File: config.mk
export PLATFORM = sky130hd
export DESIGN_NAME = seg7_scan
export DESIGN_NICKNAME = d
export VERILOG_FILES = /design/src/rtl/seg7_pkg.sv /design/src/rtl/seg7_scan.sv
export SDC_FILE = /design/constraint.sdc
export NUM_CORES = 1
export LEC_CHECK = 0
export ABC_CLOCK_PERIOD_IN_PS = 2400
export CAP_MARGIN = 20
export CORE_MARGIN = 3
export CORE_UTILIZATION = 61
export CTS_CLUSTER_DIAMETER = 60
export CTS_CLUSTER_SIZE = 40
export DETAILED_ROUTE_END_ITERATION = 12
export DONT_BUFFER_PORTS = 1
export PLACE_DENSITY = 0.81
export SYNTH_ARGS = -nofsm -noshare
export SYNTH_HDL_FRONTEND = slang
export SYNTH_SLANG_ARGS = --single-unit
File: constraint.sdc
create_clock -name clk -period 2.4 [get_ports clk]
set_input_delay 0.24 -clock clk [delete_from_list [all_inputs] [get_ports clk]]
set_output_delay 0.24 -clock clk [all_outputs]
set_load 0.005 [all_outputs]
File: src/rtl/seg7_pkg.sv
// seg7_pkg -- shared types and constants for the two-digit seven-segment scanner.
//   seg7_t       : one digit's segment code, bit0 = segment a
//   SEG_OFF      : all segments dark (active-high sense)
//   scan_state_e : scan sequence SHOW0 -> BLANK0 -> SHOW1 -> BLANK1
//   max2         : elaboration-time helper for sizing the cycle counter
package seg7_pkg;

  typedef logic [6:0] seg7_t;

  localparam seg7_t SEG_OFF = 7'b0000000;

  typedef enum logic [1:0] {
    SHOW0  = 2'd0,
    BLANK0 = 2'd1,
    SHOW1  = 2'd2,
    BLANK1 = 2'd3
  } scan_state_e;

  function automatic int max2(input int a, input int b);
    return (a > b) ? a : b;
  endfunction

endpackage

File: src/rtl/seg7_scan.sv
// seg7_scan -- time-multiplexed driver for a two-digit seven-segment display.
//
// Frames arrive over a valid/ready handshake into a one-entry pending
// register and are promoted to the displayed register only at frame
// boundaries, so a digit pair is never shown torn.
//
// Parameters
//   DIV   : cycles each digit is lit (>= 1)
//   BLANK : all-off cycles after each digit (>= 1)
// Ports
//   clk        : clock, rising edge
//   rst        : synchronous active-high reset
//   s_valid    : upstream frame valid
//   s_ready    : pending slot empty, frame can be accepted
//   s_data     : [0] = ones digit, [1] = tens digit segment codes
//   seg        : segment drive for the selected digit
//   an         : digit select, an[0] = ones, an[1] = tens
//   frame_tick : one-cycle pulse on the last cycle of each scan frame
// Build option
//   SEG7_SCAN_ACTIVE_LOW_EN : when defined, seg and an are inverted at the
//   ports for common-anode displays; internal timing is unchanged.
module seg7_scan
  import seg7_pkg::*;
#(
  parameter int DIV   = 4,
  parameter int BLANK = 1
) (
  input  logic            clk,
  input  logic            rst,
  input  logic            s_valid,
  output logic            s_ready,
  input  logic [1:0][6:0] s_data,
  output logic [6:0]      seg,
  output logic [1:0]      an,
  output logic            frame_tick
);

  localparam int CNT_W = $clog2(max2(DIV, BLANK) + 1);
  localparam logic [CNT_W-1:0] DIV_LAST   = CNT_W'(DIV - 1);
  localparam logic [CNT_W-1:0] BLANK_LAST = CNT_W'(BLANK - 1);

  scan_state_e      state_q, state_d;
  logic [CNT_W-1:0] cnt_q, cnt_d;
  seg7_t [1:0]      pend_q, pend_d;
  logic             pend_valid_q, pend_valid_d;
  seg7_t [1:0]      act_q, act_d;

  logic             last_cycle;
  logic             tick;
  seg7_t            seg_int;
  logic [1:0]       an_int;

  assign s_ready = !pend_valid_q;

  always_comb begin
    state_d      = state_q;
    cnt_d        = cnt_q + CNT_W'(1);
    pend_d       = pend_q;
    pend_valid_d = pend_valid_q;
    act_d        = act_q;

    if (state_q == SHOW0 || state_q == SHOW1) begin
      last_cycle = (cnt_q == DIV_LAST);
    end else begin
      last_cycle = (cnt_q == BLANK_LAST);
    end

    if (last_cycle) begin
      cnt_d = '0;
      unique case (state_q)
        SHOW0:   state_d = BLANK0;
        BLANK0:  state_d = SHOW1;
        SHOW1:   state_d = BLANK1;
        BLANK1:  state_d = SHOW0;
        default: state_d = SHOW0;
      endcase
    end

    tick = (state_q == BLANK1) && last_cycle;

    // Promotion and capture are mutually exclusive: a full pend holds
    // s_ready low, so a frame_tick handshake only ever lands in an empty
    // pend and waits for the following boundary.
    if (tick && pend_valid_q) begin
      act_d        = pend_q;
      pend_valid_d = 1'b0;
    end
    if (s_valid && s_ready) begin
      pend_d       = s_data;
      pend_valid_d = 1'b1;
    end
  end

  always_ff @(posedge clk) begin
    if (rst) begin
      state_q      <= SHOW0;
      cnt_q        <= '0;
      pend_q       <= '0;
      pend_valid_q <= 1'b0;
      act_q        <= '0;
    end else begin
      state_q      <= state_d;
      cnt_q        <= cnt_d;
      pend_q       <= pend_d;
      pend_valid_q <= pend_valid_d;
      act_q        <= act_d;
    end
  end

  always_comb begin
    seg_int = SEG_OFF;
    an_int  = 2'b00;
    unique case (state_q)
      SHOW0: begin
        seg_int = act_q[0];
        an_int  = 2'b01;
      end
      SHOW1: begin
        seg_int = act_q[1];
        an_int  = 2'b10;
      end
      default: begin
        seg_int = SEG_OFF;
        an_int  = 2'b00;
      end
    endcase
  end

  assign frame_tick = tick;

`ifdef SEG7_SCAN_ACTIVE_LOW_EN
  assign seg = ~seg_int;
  assign an  = ~an_int;
`else
  assign seg = seg_int;
  assign an  = an_int;
`endif

endmodule

==> impl_results.html, run 1 <==
<table>
<tr><th>Metric</th><th>Value</th></tr>
<tr><th colspan="2">Critical path</th></tr>
<tr><td>Path type of the worst setup path</td><td>reg -&gt; out</td></tr>
<tr><td>Required time at the endpoint of the critical path</td><td>2.16 ns</td></tr>
<tr><td>Endpoint arrival time on the critical path</td><td>2.02 ns</td></tr>
<tr><td>Nature of the critical path startpoint</td><td>flop</td></tr>
<tr><td>Category of the worst setup path capture point</td><td>primary output</td></tr>
<tr><td>Critical-path maximum fanout</td><td>8</td></tr>
<tr><th colspan="2">Global route</th></tr>
<tr><td>Global-route total usage across every layer</td><td>0.188</td></tr>
<tr><td>First-pass GRT wire length</td><td>4660 um</td></tr>
<tr><td>Largest net degree at the start of global routing</td><td>30</td></tr>
<tr><td>Vias in the first global route</td><td>1042</td></tr>
<tr><td>Antenna violations before repair</td><td>0</td></tr>
<tr><td>Aggregate global routing overflow</td><td>0</td></tr>
<tr><th colspan="2">Cells and area</th></tr>
<tr><td>Final Core Density</td><td>0.696</td></tr>
<tr><td>Antenna fix cells</td><td>0</td></tr>
<tr><td>Sequential Area</td><td>681 sq um</td></tr>
<tr><td>Layout cells sized above 1</td><td>0.0647</td></tr>
<tr><td>Count of filler cells inserted in the layout</td><td>198</td></tr>
<tr><td>Post-route standard cell area excluding fillers</td><td>1600 sq um</td></tr>
<tr><td>Nets</td><td>193</td></tr>
<tr><td>Total area of multi-input combinational cells</td><td>774 sq um</td></tr>
<tr><td>Area delta synth-&gt;final</td><td>4.59%</td></tr>
<tr><th colspan="2">Timing</th></tr>
<tr><td>Unrepaired setup endpoints after global routing</td><td>false</td></tr>
<tr><td>Min Tclk post-route</td><td>2.26 ns</td></tr>
<tr><td>Headroom to the max-slew limit</td><td>0.417</td></tr>
<tr><td>Final Max Slew Viols</td><td>0</td></tr>
<tr><td>Aggregate negative setup slack</td><td>0 ns</td></tr>
<tr><td>Maximum operating frequency</td><td>0.442 GHz</td></tr>
<tr><td>Final hold violation count</td><td>0</td></tr>
<tr><td>Final WS setup</td><td>0.139 ns</td></tr>
<tr><td>Largest clock skew in the final design</td><td>0.00464 ns</td></tr>
<tr><td>Period utilisation layout</td><td>0.942</td></tr>
<tr><td>Final setup viols</td><td>0</td></tr>
<tr><td>Slew @ Worst Pin</td><td>0.872 ns</td></tr>
<tr><td>Worst hold slack</td><td>0.0511 ns</td></tr>
<tr><th colspan="2">Synthesis</th></tr>
<tr><td>Mean instance size in the synthesized netlist</td><td>9.04 sq um</td></tr>
<tr><td>Syn Nets</td><td>193</td></tr>
<tr><td>Fraction of the yosys area taken by sequential cells</td><td>0.446</td></tr>
<tr><td>Area share of xor/xnor cells in the synthesized design</td><td>0</td></tr>
<tr><td>Top-area cell type share of the netlist area</td><td>0.446</td></tr>
<tr><td>Post-synth EDFFs</td><td>0</td></tr>
<tr><td>Most area-consuming cells after synthesis</td><td>dfxtp_1 (45%), nand2b_1 (12%), mux2i_1 (9.2%)</td></tr>
<tr><td>Adder-cell share of the synthesized area</td><td>0.0573</td></tr>
<tr><td>Syn Inst Count</td><td>169</td></tr>
<tr><td>Flip-flop cell with the highest count after synthesis</td><td>dfxtp_1</td></tr>
<tr><td>Post-synthesis cell type with the largest combined area</td><td>dfxtp_1</td></tr>
<tr><td>Fraction of the mapped netlist area in simple logic gates</td><td>0.242</td></tr>
<tr><td>Number of warning messages in the yosys log</td><td>0</td></tr>
<tr><td>Synth unique cells</td><td>23</td></tr>
<tr><td>Synth Register Bits</td><td>34</td></tr>
<tr><td>Multiplexer share of the synthesized area</td><td>0.0917</td></tr>
<tr><td>Post-synthesis cell area</td><td>1530 sq um</td></tr>
<tr><td>Dominant combinational cell family by area after synthesis</td><td>simple AND/OR/NAND/NOR gates</td></tr>
<tr><td>Post-synth ARST share</td><td>0</td></tr>
<tr><td>Library cell with the highest instance count after synthesis</td><td>dfxtp_1</td></tr>
<tr><td>Top cells by instance count after synthesis</td><td>dfxtp_1 (34), nand2_1 (30), nand2b_1 (29), a21oi_1 (15), mux2i_1 (14)</td></tr>
<tr><td>Synthesized-area fraction occupied by ao, oa, aoi and oai cells</td><td>0.116</td></tr>
<tr><th colspan="2">Route</th></tr>
<tr><td>Via total after detailed routing</td><td>1078</td></tr>
<tr><td>First-pass detailed-route iteration total</td><td>4</td></tr>
<tr><td>Average wire per standard cell</td><td>13.6 um</td></tr>
<tr><td>Number of DRC violations after detailed-routing iteration 0</td><td>55</td></tr>
<tr><td>Antenna-violating nets left</td><td>0</td></tr>
<tr><td>Post-detailed-route via-to-cell ratio</td><td>5.44</td></tr>
<tr><td>Post-route DRC</td><td>0</td></tr>
<tr><td>Routed Wire Length</td><td>2680 um</td></tr>
<tr><th colspan="2">CTS</th></tr>
<tr><td>Buffer type at the clock tree root</td><td>clkbuf_4</td></tr>
<tr><td>Worst-case clock buffer depth</td><td>2</td></tr>
<tr><td>Clock latency at the later pin of the worst-skew pair</td><td>0.31 ns</td></tr>
<tr><td>Number of H-tree levels</td><td>2</td></tr>
<tr><td>Number of buffers created by CTS</td><td>5</td></tr>
<tr><td>Clock tree sinks</td><td>34</td></tr>
<tr><td>Setup fix buffers added after clock tree synthesis</td><td>0</td></tr>
<tr><td>TritonCTS clock tree</td><td>yes</td></tr>
<tr><td>Clock-pin slew on the worst setup and hold paths</td><td>0.10 ns</td></tr>
<tr><th colspan="2">Floorplan</th></tr>
<tr><td>Die Outline Area</td><td>3140 sq um</td></tr>
<tr><td>Total core area</td><td>2300 sq um</td></tr>
<tr><td>Initial Utilization</td><td>0.665</td></tr>
<tr><td>Die extent in x</td><td>56.0 um</td></tr>
<tr><td>Number of standard-cell rows in the floorplan</td><td>17</td></tr>
<tr><td>Boundary Pins</td><td>28</td></tr>
<tr><td>Floorplan die height</td><td>56.0 um</td></tr>
<tr><th colspan="2">Outcome</th></tr>
<tr><td>Outcome</td><td>complete, no violations</td></tr>
<tr><th colspan="2">Placed design</th></tr>
<tr><td>Gp weighted congestion</td><td>0.780</td></tr>
<tr><td>Port buffer count</td><td>0</td></tr>
<tr><td>Worst slack at placement</td><td>0.316 ns</td></tr>
<tr><td>Post-placement cell area</td><td>1530 sq um</td></tr>
<tr><td>HPWL Detailed</td><td>1910 um</td></tr>
<tr><th colspan="2">Min path</th></tr>
<tr><td>Class of the most critical hold timing path</td><td>in -&gt; reg</td></tr>
<tr><th colspan="2">Power</th></tr>
<tr><td>Maximum VDD drop</td><td>0.000557 V</td></tr>
<tr><td>Total power density per cell area</td><td>739 nW/um^2</td></tr>
<tr><td>Leakage</td><td>0.567 nW</td></tr>
<tr><th colspan="2">Run</th></tr>
<tr><td>Max-cap violations</td><td>0</td></tr>
</table>
## kinds of logic after synthesis
family	Yosys count
AOI/OAI and AO/OA	27
adders and majority gates	7
buffers and inverters	16
DFF	34
muxes	14
and+or+nand+nor	71
## state kept, by name, summed over array words and instances (netlist names)
register,cells
act_q,14
cnt_q,3
pend_q,14
pend_valid_q,1
state_q,2
## timing repair
item                                   4_1_cts  5_1_grt
setup endpoints to repair                    0        1
resized for setup                            0        1
endpoints found under the hold margin       20        0
hold buffers                                 1        0
## routing by layer
metal	wire, um	global-route usage	part of all wire
met1	1200	0.238	0.45
met2	1320	0.304	0.49
met3	137	0.0510	0.051
met4	30	0.0678	0.011
met5	0	0	0
## critical path, cell delays in order, from the launching register on
cell	delay, ns
dfxtp_1	0.37
inv_1	0.08
ha_1	0.30
or4b_4	0.61
nand2_1	0.18
and2_1	0.17
## final cells by class
type                    count  area share
clock buffers               7      0.0345
clock inverters             1     0.00313
inverters                   6      0.0141
multi-input cells         119       0.485
flip-flops and latches     34       0.426
well taps                  28      0.0219
repair buffers              3      0.0157
## cell usage in the layout, fill, tap and decap left out, types with 2 or more instances in the layout
master    synthesis  layout
nand2b_1         29      29
nor3_1            4       4
a22o_1            7       7
buf_4             0       2
clkbuf_4          0       5
a21oi_1          15      15
nor2_1            2       2
inv_1             6       6
mux2i_1          14      14
dfxtp_1          34      34
nand2_1          30      30
ha_1              7       7
## stage by stage
step           cells  total power (W)
3_5_place_dp     189         0.000878
3_3_place_gp     189         0.000858
5_1_grt          198          0.00126
2_1_floorplan    169         0.000837
6_report         198          0.00118
4_1_cts          198          0.00120
## report_power, final
| part | total, W | internal [W] | switching, W |
|---|---|---|---|
| logic | 0.000239 | 0.0000953 | 0.000144 |
| clock network | 0.000310 | 0.000142 | 0.000168 |
| registers | 0.000632 | 0.000606 | 0.0000262 |
## final timing paths
check / end / slack [ns] / depth (start not counted) / from
worst max register to register: act_q[11] / 0.29 / 6 / state_q[0]
worst max-delay path: frame_tick / 0.14 / 5 / state_q[0]
worst min-delay path: pend_q[4] / 0.05 / 2 / s_data[4]
worst min register to register: pend_q[1] / 0.46 / 2 / pend_q[1]
Note: power is estimated with default switching activity, not from simulation.
==> run 2: changes to the inputs <==
--- a/config.mk
+++ b/config.mk
@@ -5,7 +5,7 @@
 export SDC_FILE = /design/constraint.sdc
 export NUM_CORES = 1
 export LEC_CHECK = 0
-export ABC_CLOCK_PERIOD_IN_PS = 2400
+export ABC_CLOCK_PERIOD_IN_PS = 2100
 export CAP_MARGIN = 20
 export CORE_MARGIN = 3
 export CORE_UTILIZATION = 61
@@ -14,6 +14,7 @@
 export DETAILED_ROUTE_END_ITERATION = 12
 export DONT_BUFFER_PORTS = 1
 export PLACE_DENSITY = 0.81
+export REMOVE_ABC_BUFFERS = 1
 export SYNTH_ARGS = -nofsm -noshare
 export SYNTH_HDL_FRONTEND = slang
 export SYNTH_SLANG_ARGS = --single-unit
==> constraint.sdc (replaced) <==
create_clock -name clk -period 2.1 [get_ports clk]
set_input_delay 0.21 -clock clk [delete_from_list [all_inputs] [get_ports clk]]
set_output_delay 0.21 -clock clk [all_outputs]
set_load 0.005 [all_outputs]
==> run 2 against run 1 <==
Effect of this change:
- final cell count is 9.6% higher
- first-iteration DRC count shrank 22%
- non-clock buffer count increased by 19
- die area did not move
- clock skew is 0.00061 ns lower
- hold slack worse by 0.023 ns
==> impl_results.html, run 2 (synthesized netlist as in run 1, its figures left out) <==
<table>
<tr><th>Metric</th><th>Value</th></tr>
<tr><th colspan="2">Critical path</th></tr>
<tr><td>Category of the worst setup path capture point</td><td>primary output</td></tr>
<tr><td>Path type of the worst setup path</td><td>reg -&gt; out</td></tr>
<tr><td>Critical-path maximum fanout</td><td>5</td></tr>
<tr><td>Endpoint arrival time on the critical path</td><td>1.79 ns</td></tr>
<tr><td>Required time at the endpoint of the critical path</td><td>1.89 ns</td></tr>
<tr><td>Nature of the critical path startpoint</td><td>flop</td></tr>
<tr><th colspan="2">Timing</th></tr>
<tr><td>Largest clock skew in the final design</td><td>0.00403 ns</td></tr>
<tr><td>Maximum operating frequency</td><td>0.500 GHz</td></tr>
<tr><td>Min Tclk post-route</td><td>2.00 ns</td></tr>
<tr><td>Slew @ Worst Pin</td><td>0.771 ns</td></tr>
<tr><td>Unrepaired setup endpoints after global routing</td><td>false</td></tr>
<tr><td>Final Max Slew Viols</td><td>0</td></tr>
<tr><td>Final setup viols</td><td>0</td></tr>
<tr><td>Final hold violation count</td><td>0</td></tr>
<tr><td>Aggregate negative setup slack</td><td>0 ns</td></tr>
<tr><td>Headroom to the max-slew limit</td><td>0.485</td></tr>
<tr><td>Worst hold slack</td><td>0.0282 ns</td></tr>
<tr><td>Period utilisation layout</td><td>0.952</td></tr>
<tr><th colspan="2">Min path</th></tr>
<tr><td>Class of the most critical hold timing path</td><td>in -&gt; reg</td></tr>
<tr><th colspan="2">Cells and area</th></tr>
<tr><td>Final Non-Filler Cells</td><td>217</td></tr>
<tr><td>Area delta synth-&gt;final</td><td>17.7%</td></tr>
<tr><td>Most common library cell in the layout ignoring fill and taps</td><td>dfxtp_1</td></tr>
<tr><td>Commonest cells after routing, fill and taps aside</td><td>dfxtp_1 (32), nand2b_1 (29), nand2_1 (29), a21oi_1 (15)</td></tr>
<tr><td>Total area of multi-input combinational cells</td><td>785 sq um</td></tr>
<tr><td>Layout cells sized above 1</td><td>0.111</td></tr>
<tr><td>Final Core Density</td><td>0.783</td></tr>
<tr><td>Antenna fix cells</td><td>0</td></tr>
<tr><td>Biggest regs</td><td>act_q: 14 flops, pend_q: 14 flops, cnt_q: 3 flops</td></tr>
<tr><td>Nets</td><td>212</td></tr>
<tr><td>Count of filler cells inserted in the layout</td><td>158</td></tr>
<tr><td>Sequential Area</td><td>683 sq um</td></tr>
<tr><th colspan="2">Global route</th></tr>
<tr><td>Antenna violations before repair</td><td>0</td></tr>
<tr><td>Largest net degree at the start of global routing</td><td>30</td></tr>
<tr><td>Vias in the first global route</td><td>1249</td></tr>
<tr><td>First-pass GRT wire length</td><td>5400 um</td></tr>
<tr><td>Global-route total usage across every layer</td><td>0.221</td></tr>
<tr><td>Aggregate global routing overflow</td><td>0</td></tr>
<tr><th colspan="2">Placed design</th></tr>
<tr><td>HPWL Detailed</td><td>1970 um</td></tr>
<tr><td>Port buffer count</td><td>0</td></tr>
<tr><td>Gp weighted congestion</td><td>0.755</td></tr>
<tr><td>Cell count after placement</td><td>193</td></tr>
<tr><th colspan="2">Route</th></tr>
<tr><td>Routed Wire Length</td><td>3210 um</td></tr>
<tr><td>First-pass detailed-route iteration total</td><td>4</td></tr>
<tr><td>Average wire per standard cell</td><td>14.8 um</td></tr>
<tr><td>Post-detailed-route via-to-cell ratio</td><td>5.58</td></tr>
<tr><td>Post-route DRC</td><td>0</td></tr>
<tr><td>Via total after detailed routing</td><td>1210</td></tr>
<tr><td>Number of DRC violations after detailed-routing iteration 0</td><td>43</td></tr>
<tr><td>Antenna-violating nets left</td><td>0</td></tr>
<tr><th colspan="2">CTS</th></tr>
<tr><td>Clock tree sinks</td><td>34</td></tr>
<tr><td>Number of buffers created by CTS</td><td>5</td></tr>
<tr><td>Clock-pin slew on the worst setup and hold paths</td><td>0.10 ns</td></tr>
<tr><td>Buffer type at the clock tree root</td><td>clkbuf_4</td></tr>
<tr><td>Worst-case clock buffer depth</td><td>2</td></tr>
<tr><td>TritonCTS clock tree</td><td>yes</td></tr>
<tr><td>Clock latency at the later pin of the worst-skew pair</td><td>0.34 ns</td></tr>
<tr><td>Number of H-tree levels</td><td>2</td></tr>
<tr><th colspan="2">Run</th></tr>
<tr><td>Max-cap violations</td><td>0</td></tr>
<tr><th colspan="2">Outcome</th></tr>
<tr><td>Outcome</td><td>complete, no violations</td></tr>
<tr><th colspan="2">Floorplan</th></tr>
<tr><td>Boundary Pins</td><td>28</td></tr>
<tr><td>Total core area</td><td>2300 sq um</td></tr>
<tr><td>Die Outline Area</td><td>3140 sq um</td></tr>
<tr><td>Die extent in x</td><td>56.0 um</td></tr>
<tr><td>Floorplan die height</td><td>56.0 um</td></tr>
<tr><td>Number of standard-cell rows in the floorplan</td><td>17</td></tr>
<tr><td>Initial Utilization</td><td>0.665</td></tr>
<tr><th colspan="2">Power</th></tr>
<tr><td>Maximum VDD drop</td><td>0.000668 V</td></tr>
<tr><td>Pwr Total</td><td>0.00152 W</td></tr>
<tr><td>Leakage</td><td>0.659 nW</td></tr>
<tr><td>Total power density per cell area</td><td>843 nW/um^2</td></tr>
</table>
[run 2: cell count changes in the layout (fill, tap and decap cells not counted)]
cell,previous run,this run
buf_12,0,1
buf_4,2,7
dfxtp_1,34,32
dfxtp_2,0,2
dlygate4sd3_1,1,14
ha_1,7,6
ha_2,0,1
nand2_1,30,29
nand2_4,0,1
o21ai_0,1,2
o21ai_1,1,0
[run 2: worst paths after layout]
path              startpoint            to  slack (ns)  cells past startpoint
setup / recovery  state_q[1]    frame_tick        0.10                      5
hold / removal       s_valid  pend_valid_q        0.03                      2
setup reg to reg  state_q[1]      act_q[3]        0.14                      7
hold reg to reg   pend_q[10]    pend_q[10]        0.46                      2
[run 2: repair_timing]
item	4_1_cts	5_1_grt
endpoints found under the hold margin	20	0
setup buffers	0	2
endpoints found under the setup margin	1	1
gates cloned	0	0
resized for setup	2	3
hold buffers	14	0
pin swaps	0	1
[run 2: power breakdown]
group          switching [W]  total (W)  internal [W]
Clock               0.000220   0.000382      0.000162
Combinational       0.000218   0.000408      0.000190
Sequential         0.0000308   0.000726      0.000695
Total               0.000469    0.00152       0.00105
[run 2: critical path: stages (launching register included)]
cell and delay, ns:
dfxtp_2 0.37, inv_1 0.07, ha_2 0.18, or4b_4 0.57, nand2_4 0.11, and2_1 0.14
[run 2: routing by layer]
metal  track usage  wire length [um]  vias to the layer above
met4         0.129                63                        0
met5             0                 0                        -
li1              -                 -                      598
met2         0.382              1620                       36
met3        0.0603               230                       10
met1         0.239              1300                      566
[run 2: area by class of cell]
class | instances | share of cell area
Inverter | 6 | 0.0125
Sequential cell | 34 | 0.380
Multi-Input combinational cell | 119 | 0.436
Tap cell | 28 | 0.0195
Timing Repair Buffer | 22 | 0.118
Clock inverter | 1 | 0.00278
Clock buffer | 7 | 0.0306
[run 2: per-stage QoR]
stage	setup slack, ns	area, sq um
4_1_cts	0.0149	1760
5_1_grt	0.0274	1800
2_1_floorplan	0.0403	1480
3_5_place_dp	0.199	1560
3_3_place_gp	0.313	1560
6_report	0.101	1800
